File: src/rtl/game_pkg.sv
// Shared definitions for the slime game controller: state encoding,
// parameter defaults and score bound.
package game_pkg;

  typedef enum logic [2:0] {
    S_IDLE  = 3'd0,
    S_PLAY  = 3'd1,
    S_HURT  = 3'd2,
    S_PAUSE = 3'd3,
    S_OVER  = 3'd4
  } state_t;

  localparam int unsigned LIVES_INIT_DEF       = 3;
  localparam int unsigned TICKS_PER_POINT_DEF  = 64;
  localparam int unsigned POINTS_PER_LEVEL_DEF = 10;
  localparam int unsigned GAP_INIT_DEF         = 160;
  localparam int unsigned GAP_MIN_DEF          = 80;
  localparam int unsigned GAP_STEP_DEF         = 8;
  localparam int unsigned INVULN_TICKS_DEF     = 32;
  localparam int unsigned SCORE_MAX            = 9999;

endpackage

File: src/rtl/game_ctrl_score_ctr.sv
// Score datapath: tick-to-point prescaler, saturating score, and
// per-level floor-spacing reduction clamped at the minimum gap.
module score_ctr
  import game_pkg::*;
#(
  parameter int unsigned TICKS_PER_POINT  = TICKS_PER_POINT_DEF,
  parameter int unsigned POINTS_PER_LEVEL = POINTS_PER_LEVEL_DEF,
  parameter int unsigned GAP_INIT         = GAP_INIT_DEF,
  parameter int unsigned GAP_MIN          = GAP_MIN_DEF,
  parameter int unsigned GAP_STEP         = GAP_STEP_DEF
) (
  input  logic        clk,
  input  logic        rst,
  input  logic        clear,
  input  logic        adv,
  output logic [13:0] score,
  output logic [8:0]  time_gap
);

  localparam int unsigned TW = $clog2(TICKS_PER_POINT + 1);
  localparam int unsigned LW = $clog2(POINTS_PER_LEVEL + 1);

  logic [TW-1:0] tick_cnt;
  logic [LW-1:0] lvl_cnt;
  logic [8:0]    gap_next;

  // Compare in 10 bits so GAP_MIN+GAP_STEP cannot wrap.
  always_comb begin
    gap_next = time_gap - 9'(GAP_STEP);
    if ({1'b0, time_gap} < 10'(GAP_MIN + GAP_STEP))
      gap_next = 9'(GAP_MIN);
  end

  always_ff @(posedge clk) begin
    if (rst || clear) begin
      tick_cnt <= '0;
      lvl_cnt  <= '0;
      score    <= '0;
      time_gap <= 9'(GAP_INIT);
    end else if (adv) begin
      if (tick_cnt == TW'(TICKS_PER_POINT - 1)) begin
        tick_cnt <= '0;
        if (score != 14'(SCORE_MAX)) begin
          score <= score + 14'd1;
          if (lvl_cnt == LW'(POINTS_PER_LEVEL - 1)) begin
            lvl_cnt  <= '0;
            time_gap <= gap_next;
          end else begin
            lvl_cnt <= lvl_cnt + LW'(1);
          end
        end
      end else begin
        tick_cnt <= tick_cnt + TW'(1);
      end
    end
  end

endmodule

File: src/rtl/game_ctrl.sv
// Game controller top: play/hurt/pause FSM, hazard handling, lives,
// invulnerability window and registered step/reinit pulses.
module game_ctrl
  import game_pkg::*;
#(
  parameter int unsigned LIVES_INIT       = LIVES_INIT_DEF,
  parameter int unsigned TICKS_PER_POINT  = TICKS_PER_POINT_DEF,
  parameter int unsigned POINTS_PER_LEVEL = POINTS_PER_LEVEL_DEF,
  parameter int unsigned GAP_INIT         = GAP_INIT_DEF,
  parameter int unsigned GAP_MIN          = GAP_MIN_DEF,
  parameter int unsigned GAP_STEP         = GAP_STEP_DEF,
  parameter int unsigned INVULN_TICKS     = INVULN_TICKS_DEF
) (
  input  logic        clk,
  input  logic        rst,
  input  logic        tick,
  input  logic        start_key,
  input  logic        pause_key,
  input  logic        hit_ceiling,
  input  logic        fell_out,
  output logic [2:0]  state,
  output logic        step,
  output logic        reinit,
  output logic [1:0]  lives,
  output logic [13:0] score,
  output logic [8:0]  time_gap,
  output logic        blink
);

  localparam int unsigned IW_RAW = $clog2(INVULN_TICKS + 1);
  localparam int unsigned IW     = (IW_RAW < 3) ? 3 : IW_RAW;

  state_t        st, st_n;
  logic [1:0]    lives_n;
  logic [IW-1:0] inv, inv_n;
  logic          origin_hurt, origin_n;
  logic          step_n, reinit_n;
  logic          sc_clear, sc_adv;

  always_ff @(posedge clk) begin
    if (rst) begin
      st          <= S_IDLE;
      lives       <= 2'(LIVES_INIT);
      inv         <= '0;
      origin_hurt <= 1'b0;
      step        <= 1'b0;
      reinit      <= 1'b0;
    end else begin
      st          <= st_n;
      lives       <= lives_n;
      inv         <= inv_n;
      origin_hurt <= origin_n;
      step        <= step_n;
      reinit      <= reinit_n;
    end
  end

  always_comb begin
    st_n     = st;
    lives_n  = lives;
    inv_n    = inv;
    origin_n = origin_hurt;
    step_n   = 1'b0;
    reinit_n = 1'b0;
    sc_clear = 1'b0;
    sc_adv   = 1'b0;
    unique case (st)
      S_IDLE, S_OVER: begin
        if (start_key) begin
          st_n     = S_PLAY;
          lives_n  = 2'(LIVES_INIT);
          inv_n    = '0;
          reinit_n = 1'b1;
          sc_clear = 1'b1;
        end
      end
      S_PLAY: begin
        // pause wins over a coincident tick: no step, no hazard sampling
        if (pause_key) begin
          st_n     = S_PAUSE;
          origin_n = 1'b0;
        end else if (tick) begin
          step_n = 1'b1;
          sc_adv = 1'b1;
          if (fell_out || (hit_ceiling && lives == 2'd1)) begin
            lives_n = '0;
            st_n    = S_OVER;
          end else if (hit_ceiling) begin
            lives_n = lives - 2'd1;
            inv_n   = IW'(INVULN_TICKS);
            st_n    = S_HURT;
          end
        end
      end
      S_HURT: begin
        if (pause_key) begin
          st_n     = S_PAUSE;
          origin_n = 1'b1;
        end else if (tick) begin
          step_n = 1'b1;
          sc_adv = 1'b1;
          if (fell_out) begin
            lives_n = '0;
            st_n    = S_OVER;
          end else if (inv <= IW'(1)) begin
            inv_n = '0;
            st_n  = S_PLAY;
          end else begin
            inv_n = inv - IW'(1);
          end
        end
      end
      S_PAUSE: begin
        if (pause_key)
          st_n = origin_hurt ? S_HURT : S_PLAY;
      end
      default: st_n = S_IDLE;
    endcase
  end

  score_ctr #(
    .TICKS_PER_POINT (TICKS_PER_POINT),
    .POINTS_PER_LEVEL(POINTS_PER_LEVEL),
    .GAP_INIT        (GAP_INIT),
    .GAP_MIN         (GAP_MIN),
    .GAP_STEP        (GAP_STEP)
  ) u_score (
    .clk     (clk),
    .rst     (rst),
    .clear   (sc_clear),
    .adv     (sc_adv),
    .score   (score),
    .time_gap(time_gap)
  );

  assign state = st;
  assign blink = (st == S_HURT) && inv[2];

endmodule

File: config.mk
export PLATFORM = sky130hd
export DESIGN_NAME = game_ctrl
export DESIGN_NICKNAME = d
export VERILOG_FILES = /design/src/rtl/game_pkg.sv /design/src/rtl/game_ctrl_score_ctr.sv /design/src/rtl/game_ctrl.sv
export SDC_FILE = /design/constraint.sdc
export NUM_CORES = 1
export LEC_CHECK = 0
export ABC_AREA = 1
export BUFFER_PORTS_ARGS = -buffer_cell sky130_fd_sc_hd__buf_2
export CORE_MARGIN = 2
export CORE_UTILIZATION = 60
export DETAILED_ROUTE_END_ITERATION = 8
export PLACE_DENSITY = 0.83
export SLEW_MARGIN = 40
export SYNTH_ARGS = -nofsm -noshare
export SYNTH_HDL_FRONTEND = slang
export SYNTH_SLANG_ARGS = --single-unit
File: constraint.sdc
create_clock -name clk -period 3.7 [get_ports clk]
set_clock_uncertainty 0.1 [all_clocks]
set_input_delay 0.185 -clock clk [delete_from_list [all_inputs] [get_ports clk]]
set_output_delay 0.185 -clock clk [all_outputs]
set_load 0.01 [all_outputs]
### Word-level counts from Yosys, hierarchy flattened

Index checks and enable logic that the tools add are counted.
W data, S select, Z words.

| operators by class | value |
|---|---|
| equal/unequal tests | 25 |
| $add $sub $neg | 6 |
| $lt $le $gt $ge | 2 |
| reductions and logical operators | 15 |
| multiplexer cells | 42 |

Operators by type and width:

| cell | count |
|---|---|
| $mux W6 | 9 |
| $mux W3 | 10 |
| $ne A2 B2 Y1 const B | 12 |
| $mux W2 | 9 |
| $pmux W6 S3 | 1 |
| $add A14 B1 Y14 const B | 1 |
| $ne A14 B14 Y1 const B | 1 |
| $pmux W3 S4 | 1 |
| $lt A9 B7 Y1 const B | 1 |
| $mux W9 | 1 |
| $ne A3 B3 Y1 const B | 3 |
| $reduce_and A9 Y1 | 1 |
| $sub A9 B4 Y9 const B | 1 |
| $ne A4 B4 Y1 const B | 2 |
| $reduce_and A8 Y1 | 1 |
| $add A7 B1 Y7 const B | 1 |
| $eq A7 B6 Y1 const B | 1 |
| $mux W1 | 7 |
| $mux W7 | 1 |
| $eq A3 B2 Y1 const B | 2 |
| $le A6 B1 Y1 const B | 1 |
| $pmux W2 S3 | 1 |
| $reduce_and A3 Y1 | 2 |
| $reduce_and A6 Y1 | 1 |
| other kinds (16) | 19 |

| word-level totals | value |
|---|---|
| input bits | 7 |
| register bits | 48 |
| output and inout bits | 31 |

### Longest topological paths before layout

Gate-level depths: netlist of run 1.

| depth | value |
|---|---|
| depth after elaboration | 7 |
| mapped depth | 11 |
| gate-level depth less buffers | 11 |

### Hierarchy

From an unflattened synthesis of run 1, not the netlist that was laid out.

| unflattened totals | value |
|---|---|
| cell total of the unflattened synthesis | 450 |
| area, all modules | 2971.6 um2 |

Modules (own cells, without submodules):

| module | cells an instance | area an instance (um2) | seq. area each (um2) | times used |
|---|---|---|---|---|
| score_ctr | 275 | 1908.1 | 620.6 | 1 |
| game_ctrl | 175 | 1063.5 | 280.3 | 1 |

### Worst setup path before layout of run 1

Ideal clock, no wire load.

| timing | value |
|---|---|
| path kind | reg-to-reg |
| from | reg u_score.score[0] |
| to | reg u_score.score[9] |
| path buffers | 1 |
| data arrival time | 1.528 ns |
| stages on the path, launching flop included | 10 |
| setup slack | 1.934 ns |
| setup time | 0.138 ns |
| clock period less this slack | 1.766 ns |
| path through | dfxtp_1 ha_1 nand3_1 nor2_1 nand2_1 nand3_4 clkinv_2 buf_8 nand2_2 a21oi_2 |

| between the ends | value |
|---|---|
| longest elaborated chain between the ends | 2 |
| elaborated cells on any way between the ends | 3 |

RTL lines:

| what | RTL line | text |
|---|---|---|
| from (decl) | game_ctrl_score_ctr.sv:16 | `output logic [13:0] score,` |
| from (signal assigned) | game_ctrl_score_ctr.sv:44 | `score <= score + 14'd1;` |
| branches (longest 2 deep; another with $add A14 B1 Y14) | -- |  |

Parallel ways; which one is timed is not known.
A chain may end at the register's enable or synchronous reset.

### Worst setup path after layout of run 1

| timing | value |
|---|---|
| from | reg u_score.score[0] |
| to | reg u_score.score[3] |

The elaborated chain is that of the path after synthesis.

==> results of run 1 <==
worst max path at each step:
| stage | startpoint | slack [ns] | cells after the start | end |
|---|---|---|---|---|
| 5_1_grt | u_score.score[0] | 1.42 | 8 | u_score.score[3] |
| 3_3_place_gp | state[1] | 1.76 | 9 | u_score.lvl_cnt[3] |
| 3_5_place_dp | u_score.score[0] | 1.66 | 8 | u_score.score[3] |
| 2_1_floorplan | u_score.score[0] | 1.93 | 9 | u_score.score[9] |
| 4_1_cts | u_score.score[0] | 1.65 | 8 | u_score.score[3] |
| 6_report | u_score.score[0] | 1.63 | 8 | u_score.score[3] |
cell usage after synthesis (2+ instances only):
master | instances | area share, %
nand2_1 | 113 | 15
nor2_1 | 65 | 8.7
dfxtp_1 | 45 | 32
inv_1 | 40 | 5.3
nand3_1 | 40 | 7.1
a21oi_1 | 20 | 3.6
a21oi_2 | 11 | 3.4
nand2_2 | 11 | 2.5
xor2_1 | 11 | 3.4
nand4_1 | 9 | 2.0
nor3_1 | 8 | 1.4
o21ai_0 | 8 | 1.4
ha_1 | 7 | 3.1
inv_2 | 5 | 0.67
xnor2_1 | 5 | 1.6
buf_4 | 3 | 0.80
o21ai_1 | 3 | 0.53
buf_2 | 2 | 0.36
clkbuf_1 | 2 | 0.27
nand2_4 | 2 | 0.80
nor2_2 | 2 | 0.45
nor2_4 | 2 | 0.80
o211ai_1 | 2 | 0.53
cell type report:
type / instances / area, sq um / share of cell area (%)
clock buffers: 6 / 72.6 / 2.33
clock inverters: 2 / 38.8 / 1.25
inverters: 48 / 186 / 5.99
multi-input cells: 329 / 1670 / 53.7
flip-flops and latches: 45 / 901 / 28.9
well taps: 52 / 65.1 / 2.09
repair buffers: 35 / 178 / 5.71
cell families (layout without fill, tap and decap cells):
family / count (synthesis) / after routing
AND/OR/NAND/NOR: 255 / 255
buffers and inverters: 56 / 91
AO/OA/AOI/OAI: 48 / 48
XOR/XNOR: 16 / 16
other: 1 / 3
flip-flops: 45 / 45
adder cells (fa/ha/maj): 7 / 7
cell usage in the layout, fill, tap and decap left out, types with 7 or more instances in the layout:
cell type,instances
nand2_1,113
nor2_1,65
dfxtp_1,45
inv_1,40
nand3_1,40
buf_2,34
a21oi_1,20
nand2_2,11
a21oi_2,11
xor2_1,11
nand4_1,9
nor3_1,8
o21ai_0,8
ha_1,7
layer usage:
| metal | wire length [microns] | part of all wire [%] | track usage, % | up-vias |
|---|---|---|---|---|
| met2 | 2970 | 48 | 43.8 | 79 |
| met3 | 333 | 5.4 | 4.17 | 7 |
| li1 | - | - | - | 1436 |
| met5 | 0 | 0 | 0 | - |
| met4 | 84 | 1.4 | 8.85 | 0 |
| met1 | 2760 | 45 | 31.8 | 1255 |
where the power goes:
group	internal [W]	total, W	switching [W]
Sequential	0.000526	0.000582	0.0000553
Clock	0.000203	0.000376	0.000173
Combinational	0.000203	0.000622	0.000418
Total	0.000933	0.00158	0.000647
through the flow:
| step | hold WS, ns | cells | area [sq um] | setup WS, ns | util (%) |
|---|---|---|---|---|---|
| final | 0.0696 | 517 | 3110 | 1.63 | 70.1 |
| after global routing | 0.0450 | 517 | 3110 | 1.42 | 70.1 |
| after CTS | 0.0425 | 517 | 3110 | 1.65 | 70.1 |
| after detailed placement | 0.347 | 509 | 3000 | 1.66 | 67.6 |
| after global placement | 0.335 | 509 | 3000 | 1.76 | 67.6 |
| after floorplan | 0.154 | 430 | 2820 | 1.93 | - |
sequential cells by signal, indices dropped and copies added (netlist names):
signal and flops:
origin_hurt 1, step 1, reinit 1, u_score.tick_cnt 7
u_score.lvl_cnt 4, lives 2, u_score.score 14, inv 6
state 3, u_score.time_gap 6
worst max-delay path, stage by stage, from the launching register on:
cell	delay (ns)
dfxtp_1	0.42
ha_1	0.25
nand3_1	0.20
nor2_1	0.16
nand2_1	0.14
nand3_4	0.19
clkinv_2	0.28
nand2_1	0.13
a21oi_1	0.07
==> impl_metrics.tcl, run 1 <==
set metrics [dict create \
    path_max_fanout 15 \
    core_area_sq_um 4440 \
    ff2ff_path_depth 8 \
    hold_buffers 0 \
    drt-initial-drc-count 170 \
    worst_slew_margin_rel_pct 66.6 \
    overflow 0 \
    grt_max_degree 22 \
    start_kind "flip-flop" \
    grt.total_usage_pct 25.3 \
    cts_tree "yes" \
    setup_violations 0 \
    finalWeightedCongestion 0.942 \
    synth_area_sq_um 2810 \
    postRouteAntennaNets 0 \
    path_clk_slew_ns 0.09 \
    route.detailed.drc 0 \
    synth-simple-area-share_pct 40.5 \
    yosysWarnings 0 \
    firstDrtPassIters 4 \
    initial_core_util_pct 63.2 \
    clkSinkCount 45 \
    hp-class "input port to flip-flop" \
    dr_total_vias 2777 \
    worst_ep_required_time_ns 3.78 \
    min_to "inv[3]" \
    holdPathStages 2 \
    postSynthAreaPerCell_sq_um 6.56 \
    area_growth_pct 10.9 \
    ys.flop_type "dfxtp_1" \
    cp.arrival_ns 2.15 \
    via_per_inst 5.37 \
    die_h_microns 72.4 \
    max_freq_mhz 484 \
    io_buffers 34 \
    drive_gt1_share_pct 17.2 \
    critPathKind "flip-flop to flip-flop" \
    synth_cells 428 \
    rsz0062_at_grt "false" \
    place_hpwl_mm 4.58 \
    setup-tns-final_ns 0 \
    synthMuxAreaShare_pct 0 \
    rr_startpoint "u_score.score[0]" \
    synth-compound-area-share_pct 10.6 \
    grt_pass1_vias 2539 \
    leakagePower_nw 1.33 \
    r2r_end "u_score.score[3]" \
    clk_path_buf_depth 2 \
    peakVddDrop_uv 245 \
    cts-resized-gates 0 \
    fill_cells 393 \
    tightest_slew_ns 0.496 \
    synth_xor_area_share_pct 4.99 \
    antenna_found_initial 0 \
    seq_area_frac_synth_pct 32.1 \
    rows 24 \
    finish.net_count 478 \
    clkLatencyLatePin_ns 0.30 \
    wirelength_mm 6.15 \
    diodes 0 \
    synth_seq_cells 45 \
    die_w_microns 72.4 \
    avgRoutedWirePerCell_microns 11.9 \
    ioPinCount 38 \
    min_period_ns 2.07 \
    synth-edff-count 0 \
    p_per_area_nw_per_um2 507 \
    synth.distinct_cells 35 \
    grt_first_pass_wirelength_mm 10.8 \
    cp-end-kind "flip-flop" \
    r2r_slack_ns 1.63 \
    die_area_sq_um 5240 \
    cts_setup_buffers 0 \
    status "finished clean" \
    post-route-period-util_pct 55.9 \
    maxSlewViolCount 0 \
    synth_adder_area_share_pct 3.12 \
    fin_total_pwr_w 0.00158 \
    synth_top_family_by_area "simple AND/OR/NAND/NOR gates" \
    async_flop_share_pct 0 \
    hold_violations 0 \
    max-cap-violations 0 \
    holdCritStartpoint "rst" \
    numCtsBuffers 5 \
    root_buffer "clkbuf_8" \
    htree_levels 2 \
]
(Power assumes the default switching activity.)
==> run 2, diff against run 1 <==
--- a/config.mk
+++ b/config.mk
@@ -8,9 +8,9 @@
 export ABC_AREA = 1
 export BUFFER_PORTS_ARGS = -buffer_cell sky130_fd_sc_hd__buf_2
 export CORE_MARGIN = 2
-export CORE_UTILIZATION = 60
+export CORE_UTILIZATION = 58
 export DETAILED_ROUTE_END_ITERATION = 8
-export PLACE_DENSITY = 0.83
+export PLACE_DENSITY = 0.8
 export SLEW_MARGIN = 40
 export SYNTH_ARGS = -nofsm -noshare
 export SYNTH_HDL_FRONTEND = slang
==> constraint.sdc (replaced) <==
create_clock -name clk -period 1.92 [get_ports clk]
set_clock_uncertainty 0.1 [all_clocks]
set_input_delay 0.096 -clock clk [delete_from_list [all_inputs] [get_ports clk]]
set_output_delay 0.096 -clock clk [all_outputs]
set_load 0.01 [all_outputs]
==> run 2 against run 1 <==
Compared with the run above:
- worst setup slack got worse by 1.5 ns
- cell count rose by 2.5%
- maximum frequency is 16% higher
- global-route usage increased by 0.12 points
- count of clock-buffer cells in the layout stayed put
- hold slack got worse by 0.030 ns
- total power rose by 100%
- non-clock buffer count up 11
- critical path type unchanged
- highest routed layer unchanged
==> impl_metrics.tcl, run 2 (synthesis results as in run 1) <==
set metrics [dict create \
    status "finished clean" \
    root_buffer "clkbuf_8" \
    slowest_stage "dfxtp_1" \
    numCtsBuffers 5 \
    die_h_microns 73.6 \
    top_regs "u_score.score (14), u_score.tick_cnt (7)" \
    grt_first_pass_wirelength_mm 11.0 \
    critPathMaxStageDelay_ns 0.52 \
    hold_violations 0 \
    firstDrtPassIters 4 \
    postRouteAntennaNets 0 \
    core_area_sq_um 4690 \
    tightest_slew_ns 0.529 \
    drive_gt1_share_pct 19.5 \
    antenna_found_initial 0 \
    grt_max_degree 15 \
    cts_setup_buffers 0 \
    setup_violations 0 \
    worst_ep_required_time_ns 2.02 \
    grt.total_usage_pct 25.4 \
    post-route-period-util_pct 92.6 \
    p_per_area_nw_per_um2 983 \
    clk_path_buf_depth 2 \
    avgRoutedWirePerCell_microns 12.2 \
    finalWeightedCongestion 0.928 \
    io_buffers 34 \
    max-cap-violations 0 \
    min_period_ns 1.78 \
    critPathKind "flip-flop to flip-flop" \
    die_w_microns 73.6 \
    dr_total_vias 2872 \
    initial_core_util_pct 59.8 \
    maxSlewViolCount 0 \
    fin_cells 530 \
    leakagePower_nw 1.39 \
    dp_cells 521 \
    start_kind "flip-flop" \
    worstPathCellList "inv_1, nand2_1, nor2_1, nand2_1, nand3_1, nor2_1, nand3_1, nand2_1, nor2_1" \
    diodes 0 \
    overflow 0 \
    clkSinkCount 45 \
    cts_tree "yes" \
    cp-end-kind "flip-flop" \
    layout_common_cells "nand2_1 (113), nor2_1 (65), dfxtp_1 (43)" \
    die_area_sq_um 5410 \
    route.detailed.drc 0 \
    place_hpwl_mm 4.94 \
    rsz0062_at_grt "false" \
    clkLatencyLatePin_ns 0.30 \
    peakVddDrop_uv 523 \
    htree_levels 2 \
    via_per_inst 5.42 \
    ioPinCount 38 \
    path_clk_slew_ns 0.09 \
    worst_slew_margin_rel_pct 64.4 \
    regMostFlops "u_score.score" \
    finish.net_count 489 \
    grt_pass1_vias 2522 \
    cp.arrival_ns 1.88 \
    rows 25 \
    area_growth_pct 14.5 \
    path_max_fanout 6 \
    hp-class "input port to flip-flop" \
    setup-tns-final_ns 0 \
    largest_reg_flops 14 \
    max_freq_mhz 562 \
    mostFrequentLayoutCell "nand2_1" \
    drt-initial-drc-count 148 \
    wirelength_mm 6.49 \
]
-- run 2: changes by cell type in the layout (fill, tap and decap cells not counted), sizes merged --
cell,change
buf,+10
dlygate4sd3,+1
-- run 2: worst paths after layout --
path | from | end | slack [ns] | cells after the start
worst max-delay path | state[2] | inv[1] | 0.14 | 9
worst min-delay path | start_key | reinit | 0.04 | 3
worst max register to register | state[2] | inv[1] | 0.14 | 9
worst min register to register | u_score.tick_cnt[4] | u_score.tick_cnt[4] | 0.35 | 2
-- run 2: final cells by class --
type | instances | area, sq um
clock inverters | 2 | 38.8
flip-flops and latches | 45 | 903
multi-input cells | 329 | 1680
clock buffers | 6 | 72.6
repair buffers | 46 | 263
inverters | 48 | 186
well taps | 54 | 67.6
fillers | 441 | 1480
-- run 2: critical path: cells and delay by family, from the launching register on --
family | cells | cell delay, ns
and+or+nand+nor | 8 | 0.99
DFF | 1 | 0.52
buffers and inverters | 1 | 0.07
-- run 2: metal layers --
layer / vias up / global-route usage [%] / share of wire (%)
li1: 1454 / - / -
met1: 1335 / 33.2 / 46
met2: 75 / 43.3 / 48
met3: 8 / 4.80 / 5.0
met4: 0 / 6.06 / 1.0
met5: - / 0 / 0
-- run 2: timing repair --
action / 4_1_cts / 5_1_grt
hold buffers: 1 / 0
setup endpoints to repair: 0 / 11
endpoints found under the hold margin: 6 / 0
resized for setup: 0 / 4
-- run 2: through the flow --
| step | setup slack (ns) | hold WS [ns] | util [%] | power (W) | cell area (sq um) |
|---|---|---|---|---|---|
| after floorplan | 0.154 | 0.0651 | - | 0.00206 | 2820 |
| after detailed placement | 0.125 | 0.265 | 65.7 | 0.00240 | 3080 |
| after global placement | 0.123 | 0.259 | 65.7 | 0.00238 | 3080 |
| final | 0.141 | 0.0398 | 68.5 | 0.00316 | 3210 |
| after global routing | 0.00736 | 0.0408 | 68.5 | 0.00338 | 3210 |
| after CTS | 0.111 | 0.0289 | 68.2 | 0.00313 | 3200 |
-- run 2: where the power goes --
part / switching [W] / internal, W / leakage, nW
logic: 0.000850 / 0.000447 / 0.970
registers: 0.000106 / 0.00102 / 0.365
clock network: 0.000347 / 0.000391 / 0.0554
==> run 3, diff against run 2 <==
--- a/config.mk
+++ b/config.mk
@@ -11,6 +11,7 @@
 export CORE_UTILIZATION = 58
 export DETAILED_ROUTE_END_ITERATION = 8
 export PLACE_DENSITY = 0.8
+export RECOVER_POWER = 100
 export SLEW_MARGIN = 40
 export SYNTH_ARGS = -nofsm -noshare
 export SYNTH_HDL_FRONTEND = slang
==> constraint.sdc (replaced) <==
create_clock -name clk -period 1.92 [get_ports clk]
set_clock_uncertainty 0.1 [all_clocks]
set_input_delay 0.096 -clock clk [delete_from_list [all_inputs] [get_ports clk]]
set_output_delay 0.096 -clock clk [all_outputs]
set_load 0.02 [all_outputs]
==> run 3 against run 2 <==
Compared with the run above:
- clock power fell by 0.5%
- combinational power barely moved
- routed wire length fell by 0.52%
- count of clock-buffer cells in the layout unchanged
- non-clock buffer count unchanged
- via count decreased by 0.59%
- final area shrank 2.1%
- global-route usage unchanged
- total power rose by 0.52%
- worst setup slack gained 0.014 ns
- critical path type unchanged
- critical endpoint is now u_score.lvl_cnt[1]
- largest cell class unchanged
==> impl_metrics.tcl, run 3 (synthesis results as in run 1) <==
set metrics [dict create \
    top_regs "u_score.score (14), u_score.tick_cnt (7)" \
    dr_total_vias 2855 \
    swShare_pct 41.9 \
    min_to "reinit" \
    min_period_ns 1.76 \
    diodes 0 \
    grt_pass1_vias 2522 \
    p_int_w 0.00185 \
    p_comb_share_pct 41.5 \
    leakagePower_nw 1.29 \
    setup-tns-final_ns 0 \
    drive_gt1_share_pct 11.8 \
    ff2ff_path_depth 9 \
    mostFrequentLayoutCell "nand2_1" \
    p_per_area_nw_per_um2 1010 \
    dp_cells 521 \
    layout_common_cells "nand2_1 (119), nor2_1 (65), dfxtp_1 (43)" \
    p_sw_w 0.00133 \
    clkLatencyLatePin_ns 0.30 \
    initial_core_util_pct 59.8 \
    p_seq_share_pct 35.4 \
    max_freq_mhz 567 \
    antenna_found_initial 0 \
    r2r_end "u_score.lvl_cnt[1]" \
    start_kind "flip-flop" \
    holdCritStartpoint "start_key" \
    holdPathStages 3 \
    wirelength_mm 6.45 \
    largest_reg_flops 14 \
    hp-class "input port to flip-flop" \
    fill_cells 465 \
    worst_ep_required_time_ns 2.07 \
    path_clk_slew_ns 0.09 \
    hold_violations 0 \
    root_buffer "clkbuf_8" \
    clkSinkCount 45 \
    route.detailed.drc 0 \
    io_buffers 34 \
    area_growth_pct 12.1 \
    grt.total_usage_pct 25.4 \
    r2r_slack_ns 0.16 \
    ioPinCount 38 \
    finalWeightedCongestion 0.928 \
    die_area_sq_um 5410 \
    avgRoutedWirePerCell_microns 12.2 \
    cp.arrival_ns 1.92 \
    clk_path_buf_depth 2 \
    fin_total_pwr_w 0.00318 \
    finish.net_count 489 \
    setup_violations 0 \
    regMostFlops "u_score.score" \
    postRouteAntennaNets 0 \
    grt_max_degree 15 \
    die_w_microns 73.6 \
    htree_levels 2 \
    via_per_inst 5.39 \
    firstDrtPassIters 5 \
    post-route-period-util_pct 91.9 \
    drt-initial-drc-count 148 \
    critPathKind "flip-flop to flip-flop" \
    maxSlewViolCount 0 \
    grt_first_pass_wirelength_mm 11.0 \
    cts_setup_buffers 0 \
    cp-end-kind "flip-flop" \
    worst_slew_margin_rel_pct 64.6 \
    cts_tree "yes" \
    clkPwrFrac_pct 23.1 \
    rows 25 \
    tightest_slew_ns 0.526 \
    path_max_fanout 5 \
    place_hpwl_mm 4.94 \
    status "finished clean" \
    numCtsBuffers 5 \
    die_h_microns 73.6 \
    rsz0062_at_grt "false" \
    rr_startpoint "u_score.tick_cnt[0]" \
    fin_cells 530 \
    overflow 0 \
    core_area_sq_um 4690 \
    peakVddDrop_uv 520 \
    max-cap-violations 0 \
]
run 3: critical path, cell delays in order (launching register included):
cell and delay [ns]:
dfxtp_1 0.39, ha_1 0.18, nand2_1 0.07, inv_1 0.07
nand4_1 0.18, nor2_4 0.20, inv_1 0.10, a21oi_1 0.25
nand3_1 0.11, nand2_1 0.07
run 3: cell type report:
| cell class | count | area, sq um | area share, % |
|---|---|---|---|
| Clock buffer | 6 | 72.6 | 2.31 |
| Clock inverter | 2 | 38.8 | 1.23 |
| Inverter | 48 | 181 | 5.77 |
| Multi-Input combinational cell | 329 | 1650 | 52.5 |
| Sequential cell | 45 | 903 | 28.7 |
| Tap cell | 54 | 67.6 | 2.15 |
| Timing Repair Buffer | 46 | 230 | 7.32 |
run 3: routing by layer:
metal  track usage [%]  up-vias  routed length, microns
met2              43.3       74                    3170
met4              6.06        0                      45
met1              33.2     1321                    2880
met5                 0        -                       0
li1                  -     1454                       -
met3              4.80        6                     350
run 3: worst max-delay path by stage:
stage                   startpoint  cells past startpoint  slack [ns]                 end
2_1_floorplan     u_score.score[0]                      9        0.06    u_score.score[9]
3_3_place_gp              state[1]                      8        0.12              inv[5]
3_5_place_dp              state[1]                      9        0.13  u_score.lvl_cnt[3]
4_1_cts                   state[1]                      9        0.11  u_score.lvl_cnt[3]
5_1_grt        u_score.tick_cnt[0]                      9        0.02    u_score.score[0]
6_report       u_score.tick_cnt[0]                      9        0.16  u_score.lvl_cnt[1]
run 3: through the flow:
step | util [%] | area [sq um] | hold slack, ns | worst slack (ns)
floorplan | - | 2820 | 0.0651 | 0.0639
global placement | 65.7 | 3080 | 0.259 | 0.123
detailed placement | 65.7 | 3080 | 0.265 | 0.125
CTS | 68.2 | 3200 | 0.0289 | 0.111
global route | 67.1 | 3150 | 0.0408 | 0.0227
finish | 67.1 | 3150 | 0.0411 | 0.155
run 3: what timing repair did:
item,in CTS,in global routing
resized for setup,0,4
hold buffers,1,0
endpoints found under the hold margin,6,0
endpoints found under the setup margin,0,11
run 3: power by group through the flow:
stage	registers (W)	logic [W]	clock network, W
after floorplan	0.00116	0.000942	0
after global routing	0.00114	0.00148	0.000783
after CTS	0.00111	0.00130	0.000749
after detailed placement	0.00114	0.00130	0
final	0.00113	0.00132	0.000734
after global placement	0.00113	0.00129	0
